$ cat config.mk
export PLATFORM = sky130hd
export DESIGN_NAME = cla_nibble_seq_ctrl
export DESIGN_NICKNAME = d
export VERILOG_FILES = /design/src/rtl/cla_nibble_seq_ctrl.sv
export SDC_FILE = /design/constraint.sdc
export NUM_CORES = 1
export LEC_CHECK = 0
export CORE_UTILIZATION = 50
export DETAILED_ROUTE_END_ITERATION = 12
export GPL_ROUTABILITY_DRIVEN = 0
export PLACE_DENSITY = 0.9
export SLEW_MARGIN = 20
export SYNTH_ARGS = -nofsm -noshare
export SYNTH_HDL_FRONTEND = slang
export SYNTH_SLANG_ARGS = --single-unit
export TNS_END_PERCENT = 5
$ cat constraint.sdc
create_clock -name clk -period 5.3 [get_ports clk]
set_input_delay 1.06 -clock clk [delete_from_list [all_inputs] [get_ports clk]]
set_output_delay 1.06 -clock clk [all_outputs]
set_load 0.1 [all_outputs]
$ cat src/rtl/cla_nibble_seq_ctrl.sv
// -----------------------------------------------------------------------------
// cla_nibble_seq_ctrl
//
// Purpose:
//   Performs a WIDTH-bit add or subtract by time-multiplexing a single external
//   4-bit carry-lookahead adder slice. One nibble is processed per clock, least
//   significant nibble first, and the carry between nibbles is held in a
//   register. Subtraction is done as A + ~B + 1: B is inverted when it is
//   latched and the initial carry is forced to 1.
//
//   Operation is a three-state sequence:
//     IDLE : ready for an operand pair (in_ready=1)
//     RUN  : NIB cycles, one nibble per cycle through the external slice
//     DONE : result presented (out_valid=1) until the sink accepts it
//
// Parameters:
//   WIDTH        operand/result width; multiple of 4 and >= 8 (NIB = WIDTH/4)
//
// Ports:
//   clk          rising-edge clock
//   rst          synchronous reset, active-high
//   in_valid     operand request valid
//   in_ready     controller can accept an operand request (IDLE only)
//   op_a, op_b   operands
//   op_cin       carry-in for add; ignored when op_sub=1
//   op_sub       1: A - B, 0: A + B + op_cin
//   out_valid    result valid (DONE only)
//   out_ready    sink accepts result
//   result       sum / difference
//   result_cout  carry out of the MSB nibble (for subtract: 1 = no borrow)
//   result_ovf   two's-complement signed overflow
//   add_a        A nibble to the external CLA slice
//   add_b        effective-B nibble to the external CLA slice
//   add_cin      carry into the external CLA slice
//   add_sum      slice sum, combinational from add_a/add_b/add_cin
//   add_cout     slice carry out, combinational from add_a/add_b/add_cin
// -----------------------------------------------------------------------------
module cla_nibble_seq_ctrl #(
    parameter int WIDTH = 16
) (
    input  logic             clk,
    input  logic             rst,

    input  logic             in_valid,
    output logic             in_ready,
    input  logic [WIDTH-1:0] op_a,
    input  logic [WIDTH-1:0] op_b,
    input  logic             op_cin,
    input  logic             op_sub,

    output logic             out_valid,
    input  logic             out_ready,
    output logic [WIDTH-1:0] result,
    output logic             result_cout,
    output logic             result_ovf,

    output logic [3:0]       add_a,
    output logic [3:0]       add_b,
    output logic             add_cin,
    input  logic [3:0]       add_sum,
    input  logic             add_cout
);

    localparam int NIB   = WIDTH / 4;
    localparam int IDX_W = (NIB > 1) ? $clog2(NIB) : 1;
    localparam logic [IDX_W-1:0] LAST_IDX = IDX_W'(NIB - 1);

    typedef enum logic [1:0] {
        ST_IDLE = 2'd0,
        ST_RUN  = 2'd1,
        ST_DONE = 2'd2
    } state_t;

    state_t             state_q, state_d;
    logic [WIDTH-1:0]   a_q, a_d;
    logic [WIDTH-1:0]   b_q, b_d;          // already inverted for subtract
    logic               carry_q, carry_d;
    logic [IDX_W-1:0]   idx_q, idx_d;
    logic [WIDTH-1:0]   result_q, result_d;
    logic               result_cout_q, result_cout_d;
    logic               result_ovf_q, result_ovf_d;

    logic               accept;
    logic               last_nib;
    logic [3:0]         a_nib [NIB];
    logic [3:0]         b_nib [NIB];

    // Split the latched operands into nibble arrays so the active nibble can
    // be picked with a plain index instead of a variable part-select.
    generate
        for (genvar gi = 0; gi < NIB; gi++) begin : g_nib
            assign a_nib[gi] = a_q[4*gi +: 4];
            assign b_nib[gi] = b_q[4*gi +: 4];
        end
    endgenerate

    assign accept   = (state_q == ST_IDLE) && in_valid;
    assign last_nib = (idx_q == LAST_IDX);

    // -------------------------------------------------------------------------
    // State and datapath registers
    // -------------------------------------------------------------------------
    always_ff @(posedge clk) begin
        if (rst) begin
            state_q       <= ST_IDLE;
            a_q           <= '0;
            b_q           <= '0;
            carry_q       <= 1'b0;
            idx_q         <= '0;
            result_q      <= '0;
            result_cout_q <= 1'b0;
            result_ovf_q  <= 1'b0;
        end else begin
            state_q       <= state_d;
            a_q           <= a_d;
            b_q           <= b_d;
            carry_q       <= carry_d;
            idx_q         <= idx_d;
            result_q      <= result_d;
            result_cout_q <= result_cout_d;
            result_ovf_q  <= result_ovf_d;
        end
    end

    // -------------------------------------------------------------------------
    // Next-state logic
    // -------------------------------------------------------------------------
    always_comb begin
        state_d = state_q;
        case (state_q)
            ST_IDLE: begin
                if (in_valid) begin
                    state_d = ST_RUN;
                end
            end
            ST_RUN: begin
                if (last_nib) begin
                    state_d = ST_DONE;
                end
            end
            ST_DONE: begin
                if (out_ready) begin
                    state_d = ST_IDLE;
                end
            end
            default: begin
                state_d = ST_IDLE;
            end
        endcase
    end

    // -------------------------------------------------------------------------
    // Datapath next values
    // -------------------------------------------------------------------------
    always_comb begin
        a_d           = a_q;
        b_d           = b_q;
        carry_d       = carry_q;
        idx_d         = idx_q;
        result_d      = result_q;
        result_cout_d = result_cout_q;
        result_ovf_d  = result_ovf_q;

        if (accept) begin
            a_d     = op_a;
            b_d     = op_sub ? ~op_b : op_b;
            carry_d = op_sub ? 1'b1 : op_cin;
            idx_d   = '0;
        end else if (state_q == ST_RUN) begin
            // Result nibbles from earlier operations are simply overwritten
            // one by one; the previous result stays readable until then.
            result_d[{idx_q, 2'b00} +: 4] = add_sum;
            carry_d                       = add_cout;
            if (last_nib) begin
                idx_d         = '0;
                result_cout_d = add_cout;
                // Signed overflow: both addends share a sign that the MSB
                // of the sum does not. b_q is the effective (inverted) B.
                result_ovf_d  = (a_q[WIDTH-1] == b_q[WIDTH-1]) &&
                                (add_sum[3] != a_q[WIDTH-1]);
            end else begin
                idx_d = idx_q + IDX_W'(1);
            end
        end
    end

    // -------------------------------------------------------------------------
    // Outputs
    // -------------------------------------------------------------------------
    always_comb begin
        in_ready  = 1'b0;
        out_valid = 1'b0;
        add_a     = 4'd0;
        add_b     = 4'd0;
        add_cin   = 1'b0;
        case (state_q)
            ST_IDLE: begin
                in_ready = 1'b1;
            end
            ST_RUN: begin
                add_a   = a_nib[idx_q];
                add_b   = b_nib[idx_q];
                add_cin = carry_q;
            end
            ST_DONE: begin
                out_valid = 1'b1;
            end
            default: begin
                in_ready = 1'b0;
            end
        endcase
    end

    assign result      = result_q;
    assign result_cout = result_cout_q;
    assign result_ovf  = result_ovf_q;

endmodule

==> metrics.yaml <==
seqPwrFrac_pct: 50.5
tritoncts: "done"
status: "complete, no violations"
numCtsBuffers: 5
p_int_mw: 0.6481
maxCapViolCount: 0
grt_pass1_vias: 1887
dp_hpwl_microns: 3804
ys_ff_latch: 55
yosysUniqueCellTypes: 37
core_area_sq_mm: 0.004504
drt-wirelength-per-cell_microns: 16.15
max_freq_ghz: 0.2459
tns_ps: 0
worstMarginPinSlew_ps: 1028
cts_num_sinks: 55
first_pass_iters: 4
p_total_mw: 0.8911
r2r_end: "result[8]"
syn_area_sq_mm: 0.002416
start_util_pct: 53.64
switching_share_pct: 27.27
grt_max_degree: 33
min_path_type: "register to register"
clk_path_buf_depth: 2
cp.arrival_ps: 3010
ir_drop_mv: 0.1592
overflow: 0
io_pins: 72
min_to: "result[6]"
globalRouteTotalUtil_pct: 21.86
synth_area_leader_cell: "dfxtp_1"
end_kind: "output port"
leakagePower_nw: 1.254
cts-root-buf: "clkbuf_8"
synth_fp_nets: 261
postCtsSetupRepairBufs: 0
ant_nets: 0
p_comb_share_pct: 18.1
setup_viol: 0
power_density_mw_per_mm2: 274.8
antenna_cells: 0
worstPathRequired_ps: 4240
power.switching_mw: 0.2430
path_clk_slew_ps: 100
power.share.clock_pct: 31.4
cts_resized: 0
drtIter0Drc: 102
hold_slack_ps: 470.9
htree_levels: 2
slew_headroom_pct: 31.16
vias_per_cell: 5.884
async_flop_share_pct: 0
worstHoldStart: "result[6]"
port_buffers: 71
drt-total-wl_microns: 5313
ys.flop_type: "dfxtp_1"
ys_warn_count: 0
dieArea_sq_mm: 0.005114
rr_startpoint: "idx_q[0]"
finalCritPeriodShare_pct: 76.74
yosysSeqAreaShare_pct: 45.57
layout_commonest_cell: "clkdlybuf4s50_1"
cp_max_fo: 16
path_class: "register to output port"
die_w_microns: 71.52
hold_viol: 0
drv_slew: 0
antenna_found_initial: 0
clk_latency_ps: 310
synth_edf_count: 0
skew_ps: 4.482
grt_pass1_wl_microns: 8707
crit_start: "idx_q[0]"
synthCells: 212
rrSetupSlack_ps: 2800
final.fill_count: 338
vias: 1936
yosysTopAreaCellShare_pct: 45.57
postCtsHoldBufs: 0
period_minus_slack_ps: 4067
die_h_microns: 71.52
synthToLayoutAreaGrowth_pct: 34.23
drive_gt1_share_pct: 9.025
syn_area_per_cell_sq_um: 11.40
start_kind: "register"
whs_path_depth: 1
rows: 24
drc_errors: 0
mostFrequentLayoutCells: "clkdlybuf4s50_1 (71), dfxtp_1 (55), a22o_1 (40), xor2_1 (16), and2_1 (9)"
rsz0062_at_grt: "false"
nets: 325
rr_worst_depth: 5
synthTopCellsByArea: "dfxtp_1 (46%), a22o_1 (15%), xor2_1 (5.8%)"
layout make-up:
type | count | area, sq um | area share [%]
multi-input combinational | 135 | 1212 | 37.38
timing repair buffer | 74 | 733.2 | 22.61
sequential | 55 | 1101 | 33.95
inverter | 5 | 18.77 | 0.5787
tap | 52 | 65.06 | 2.006
clock inverter | 3 | 43.79 | 1.350
clock buffer | 5 | 68.82 | 2.122
worst max path at each step:
stage	endpoint	slack [ps]	cells after the start
2_1_floorplan	out_valid	2420	1
3_3_place_gp	add_a[3]	1620	3
3_5_place_dp	add_a[3]	1550	3
4_1_cts	add_a[3]	1200	3
5_1_grt	add_b[3]	1100	3
6_report	add_a[3]	1230	3
synthesized netlist by cell type (2+ instances only):
library cell and number:
buf_4 4, nand2b_1 6, nand4_1 2, a21oi_1 8, and2_1 9, mux2i_1 3, xor2_1 16, o32ai_1 2
mux4_1 2, clkbuf_1 4, ha_1 6, nor3_1 3, a22o_1 40, nor2b_1 3, dfxtp_1 55, nand3_1 2
nor4_1 2, a32o_1 4, nor2_1 8, buf_2 8, mux4_2 6, inv_1 4
layer usage:
metal	GRT usage, %	vias up	wire [microns]
met1	26.29	939	2281
met3	5.063	7	283
met5	0	-	0
met4	9.368	0	76
met2	37.67	71	2670
li1	-	919	-
state kept, by name (all words and copies together), names as in the netlist:
name / flops
a_q: 16
b_q: 16
result: 16
idx_q: 2
state_q: 2
carry_q: 1
result_cout: 1
result_ovf: 1
cell families (layout without fill, tap and decap cells):
| kind of cell | after synthesis | in the layout | share of synthesized area [%] |
|---|---|---|---|
| AOI/OAI and AO/OA | 58 | 58 | 19.89 |
| DFF | 55 | 55 | 45.57 |
| and+or+nand+nor | 44 | 44 | 12.17 |
| buffers and inverters | 22 | 87 | 4.453 |
| xor gates and xnor gates | 16 | 16 | 5.800 |
| muxes | 11 | 11 | 9.011 |
| adders and majority gates | 6 | 6 | 3.107 |
power by group through the flow:
stage,combinational (mW),sequential [mW],clock [mW]
after CTS,0.161,0.450,0.280
after floorplan,0.0961,0.465,0
final,0.161,0.450,0.280
after detailed placement,0.161,0.459,0
after global routing,0.171,0.453,0.299
after global placement,0.157,0.458,0
critical path: stages, from the launching register on:
cell             delay, ps
dfxtp_1                890
mux4_1                 650
and2_1                 180
clkdlybuf4s50_1        960
metrics by stage:
step,area (sq um),instances,setup WS (ps),util (%)
2_1_floorplan,2416,212,2416,-
3_3_place_gp,3131,321,1624,69.50
3_5_place_dp,3131,321,1549,69.50
4_1_cts,3243,329,1198,72.00
5_1_grt,3243,329,1103,72.00
6_report,3243,329,1233,72.00
Power figures use the tool's default switching activity.
==> patch 1 (config.mk and constraints unchanged) <==
Change the parameter `WIDTH` from 16 to 32.
--- a/src/rtl/cla_nibble_seq_ctrl.sv
+++ b/src/rtl/cla_nibble_seq_ctrl.sv
@@ -38,3 +38,3 @@
 module cla_nibble_seq_ctrl #(
-    parameter int WIDTH = 16
+    parameter int WIDTH = 32
 ) (
Interface: changed (resized op_a, op_b and result); port bits go from 72 to 120. No check against the original RTL was run, so the function may have changed too.
==> patch 1 against the original RTL <==
- die area rose by 100%
- non-clock buffer count up 50
- hold slack got worse by 0.013 ns
- sequential power increased by 89%
- design area is 95% higher
- routed wire length increased by 120%
- maximum frequency rose by 13%
- synthesized area increased by 110%
- register-to-register slack lost 0.36 ns
- final cell count is 140% higher
- clock skew rose by 0.0017 ns
- total power up 90%
- sequential cell count grew 49
- setup slack improved by 0.46 ns
- largest cell class unchanged
- largest power group unchanged
==> patch 1: results (changes against the original RTL) <==
Status -> finished clean
Placed insts -> 762 (+140%)
Pin count of the biggest net entering global routing -> 100 (+200%)
TritonRoute pass-1 iters -> 5 (+1)
CP arrival -> 2.54 ns (-0.47 ns)
Dominant cells by area after synthesis -> dfxtp_1 42%, mux2i_1 11%, xnor2_1 5.6%
Slew margin rel. -> 32.63% (+1.5 points)
Synth Area in Compound Gates -> 12.83% (-7.1 points)
Fillers -> 762 (+130%)
Sequential fraction of the synthesis area -> 41.94% (-3.6 points)
IO buf count -> 119 (+68%)
DR WL met3 -> 725 um (+160%)
ClkCell Share -> 3.509% (+0.037 points)
Max VDD drop -> 0.1791 mV (+12%)
Clock Skew -> 0.006226 ns (+0.001744 ns)
Post-synthesis xor/xnor area fraction -> 5.645% (-0.15 points)
Synthesized area -> 0.004965 sq mm (+110%)
Non-filler cells, final -> 778 (+140%)
Crit-path max FO -> 17 (+1)
DR WL met2 -> 5.731 mm (+110%)
Bufs w/o clock -> 124 (+68%)
Avg Synthesized Cell Area -> 8.994 sq um (-21%)
P_leak -> 2.204 nW (+76%)
Share of cells above drive strength 1 -> 6.977% (-2.0 points)
Post-DP HPWL -> 8.531 mm (+120%)
Dpl ws -> 2.136 ns (+0.5868 ns)
Synth Area in Adders -> 1.764% (-1.3 points)
Syn nets -> 634 (+140%)
WL final -> 11.94 mm (+120%)
Slowest-stage cell, CP -> dfxtp_1
Cell taking the most area after synthesis -> dfxtp_1
Inverters, non-clock -> 3 (-2)
Worst-Skew Late Latency -> 0.37 ns (+0.06 ns)
FF+latch count -> 104 (+89%)
Layout clock buffer count -> 11 (+6)
Initial DRC count -> 295 (+190%)
Num CTS Buffers -> 9 (+4)
Top cells by count, synth -> 104 x dfxtp_1, 71 x nand2_1, 53 x mux2i_1
Non-Clock Buffer Area Fraction -> 18.99% (-3.6 points)
Seq area share -> 32.99% (-0.96 points)
Number of global-route vias before repair -> 4,136 (+120%)
Multi-input gate share of the layout cell area -> 41.69% (+4.3 points)
Post-Route M1 WL -> 5.170 mm (+130%)
Post-synthesis mux area share -> 12.05% (+3.0 points)
Worst path max stage delay -> 0.65 ns (-0.31 ns)
Multi-input gates -> 398 (+190%)
## patch 1: cell types whose count changed after synthesis, moves of 16 or more
| cell | delta |
|---|---|
| a22o_1 | -40 |
| mux2i_1 | +50 |
| nand2_1 | +70 |
| nand2b_1 | +34 |
| a211oi_1 | +35 |
| dfxtp_1 | +49 |
| xor2_1 | -16 |
| a21oi_1 | +28 |
| xnor2_1 | +32 |
| nor2_1 | +32 |
## patch 1: worst paths after layout
kind,from,slack [ns],end,cells past startpoint
max,idx_q[0],1.70,add_a[2],5
min,a_q[28],0.46,a_q[28],2
min reg2reg,a_q[28],0.46,a_q[28],2
max reg2reg,idx_q[1],2.44,result[20],7
## patch 1: where the power goes
group          internal [mW]  switching (mW)  leakage (nW)  total (mW)
logic                  0.132           0.167          1.25       0.298
clock network          0.278           0.267         0.106       0.546
registers              0.823          0.0276         0.852       0.850
total                   1.23           0.462          2.20        1.69
## patch 1: worst min-delay path: cells and delay by family (launching register included)
family | cells | cell delay, ns
compound gates | 1 | 0.05
flops | 1 | 0.32
simple gates | 1 | 0.05
## patch 1: logic make-up (layout without fill, tap and decap cells)
kind of cell | Yosys count | after routing
muxes | 59 | 59
AOI/OAI and AO/OA | 98 | 98
adders and majority gates | 7 | 7
DFF | 104 | 104
buffers and inverters | 50 | 143
and+or+nand+nor | 202 | 202
xor gates and xnor gates | 32 | 32
## patch 1: layer usage
layer / track usage [%] / up-vias
met5: 0 / -
met4: 10.93 / 0
met3: 5.590 / 27
met2: 39.50 / 161
met1: 30.41 / 1990
li1: - / 2074
==> patch 2 (config.mk and constraints unchanged) <==
Made on the original files. Take the reset off `a_q`, `b_q` and `result_q` and load them in a clocked block of their own.
--- a/src/rtl/cla_nibble_seq_ctrl.sv
+++ b/src/rtl/cla_nibble_seq_ctrl.sv
@@ -105,7 +105,4 @@
             state_q       <= ST_IDLE;
-            a_q           <= '0;
-            b_q           <= '0;
             carry_q       <= 1'b0;
             idx_q         <= '0;
-            result_q      <= '0;
             result_cout_q <= 1'b0;
@@ -114,7 +111,4 @@
             state_q       <= state_d;
-            a_q           <= a_d;
-            b_q           <= b_d;
             carry_q       <= carry_d;
             idx_q         <= idx_d;
-            result_q      <= result_d;
             result_cout_q <= result_cout_d;
@@ -122,2 +116,8 @@
         end
+    end
+
+    always_ff @(posedge clk) begin
+        a_q      <= a_d;
+        b_q      <= b_d;
+        result_q <= result_d;
     end
Behaviour: differs if rst is asserted again (counterexample within 4 cycles, from zero or initial values and one cycle with rst high); with rst held inactive, the same outputs for 10 cycles.
==> patch 2 against the original RTL <==
- final cell count decreased by 12%
- count of clock-buffer cells in the layout unchanged
- total power increased by 0.84%
- hold slack got worse by 0.013 ns
- setup slack improved by 0.033 ns
- synthesized area increased by 0.67%
- combinational power increased by 6%
- routed wire length decreased by 23%
- clock skew increased by 0.0059 ns
- synthesized cell count decreased by 24%
- sequential cell count unchanged
- first-iteration DRC count decreased by 58%
- design area increased by 0.31%
- critical endpoint is now add_a[0]
==> patch 2: results (changes against the original RTL) <==
Status -> finished clean
P_seq -> 0.507 mW (+13%)
Pin count of the biggest net entering global routing -> 34 (+3.0%)
WL final -> 4.102 mm (-23%)
Dpl ws -> 1.558 ns (+0.009530 ns)
Placed insts -> 281 (-12%)
First-pass GRT wire length -> 6.513 mm (-25%)
DR WL met2 -> 2.229 mm (-17%)
Post-Place Cell Area -> 0.003169 sq mm (+1.2%)
CP arrival -> 2.97 ns (-0.04 ns)
Synth cell types -> 27 (-27%)
Tot GR Track Use -> 17.60% (-4.3 points)
Top cells by count, synth -> 48 x edfxtp_1, 22 x and2_1, 16 x xor2_1
Share of cells above drive strength 1 -> 5.532% (-3.5 points)
Pwr dens -> 276.2 mW/mm^2 (+0.53%)
Worst r2r path cells -> 4 (-1)
CTS Hold Buffers Added -> 0 (unchanged)
Post-synthesis xor/xnor area fraction -> 5.761% (-0.039 points)
Sequential fraction of the synthesis area -> 65.02% (+19 points)
Dominant cells by area after synthesis -> edfxtp_1 59%, dfxtp_1 5.8%, xor2_1 5.8%
Crit-path max FO -> 18 (+2)
Post-DP HPWL -> 3.062 mm (-20%)
Met1 Usage GRT -> 17.54% (-8.7 points)
Comb power frac -> 19.1% (+1.0 points)
Synth Area in Adders -> 3.086% (-0.021 points)
Critical Path Start -> state_q[0]
Worst-Margin Slew -> 1.019 ns (-0.008593 ns)
Fillers -> 342 (+1.2%)
Cell count after synthesis -> 162 (-24%)
Initial DRC count -> 43 (-58%)
CP top delay family -> buffers and inverters
Post-Route M1 WL -> 1.541 mm (-32%)
Worst path max stage delay -> 1.15 ns (+0.19 ns)
End point of the critical path -> add_a[0]
Reg2reg setup slack -> 3.20 ns (+0.40 ns)
Hold Worst Slack -> 0.4578 ns (-0.01308 ns)
Worst-Skew Late Latency -> 0.31 ns (about the same)
Max Fclk -> 0.2479 GHz (+0.83%)
P_leak -> 1.159 nW (-7.5%)
Synth Area in Compound Gates -> 2.675% (-17 points)
Number of global-route vias before repair -> 1,452 (-23%)
FF-to-FF End -> result[3]
Clock Skew -> 0.01042 ns (+0.005935 ns)
Vias/cell -> 5.104 (-13%)
Post-synthesis mux area share -> 8.591% (-0.42 points)
Syn nets -> 211 (-19%)
WHS Path Cells -> 2 (+1)
Max VDD drop -> 0.2150 mV (+35%)
Ys async rst share -> 0% (unchanged)
Met2 global-route usage -> 33.02% (-4.7 points)
Met3 Usage GRT -> 6.188% (+1.1 points)
Hold Path Sink -> result_cout
Non-filler cells, final -> 289 (-12%)
Number of flops mapped to enable cells by yosys -> 48 (+48)
DR WL met3 -> 260 um (-8.1%)
Sw frac -> 27.10% (-0.17 points)
Hold path start -> result_cout
## patch 2: changes by cell type after synthesis, moves of 3 or more
cell | before | now
a21oi_1 | 8 | 4
a22o_1 | 40 | 0
a32o_1 | 4 | 0
and2_1 | 9 | 22
buf_2 | 8 | 2
buf_4 | 4 | 0
dfxtp_1 | 55 | 7
edfxtp_1 | 0 | 48
mux4_1 | 2 | 5
mux4_2 | 6 | 3
nand2_1 | 1 | 5
nand2b_1 | 6 | 3
nor2_1 | 8 | 15
## patch 2: cell type report
| type | count | area [sq um] | area share, % |
|---|---|---|---|
| repair buffers | 72 | 718.2 | 22.08 |
| clock buffers | 5 | 68.82 | 2.115 |
| flip-flops and latches | 55 | 1582 | 48.62 |
| multi-input cells | 96 | 787.0 | 24.19 |
| inverters | 4 | 15.01 | 0.4615 |
| clock inverters | 3 | 15.01 | 0.4615 |
| well taps | 54 | 67.56 | 2.077 |
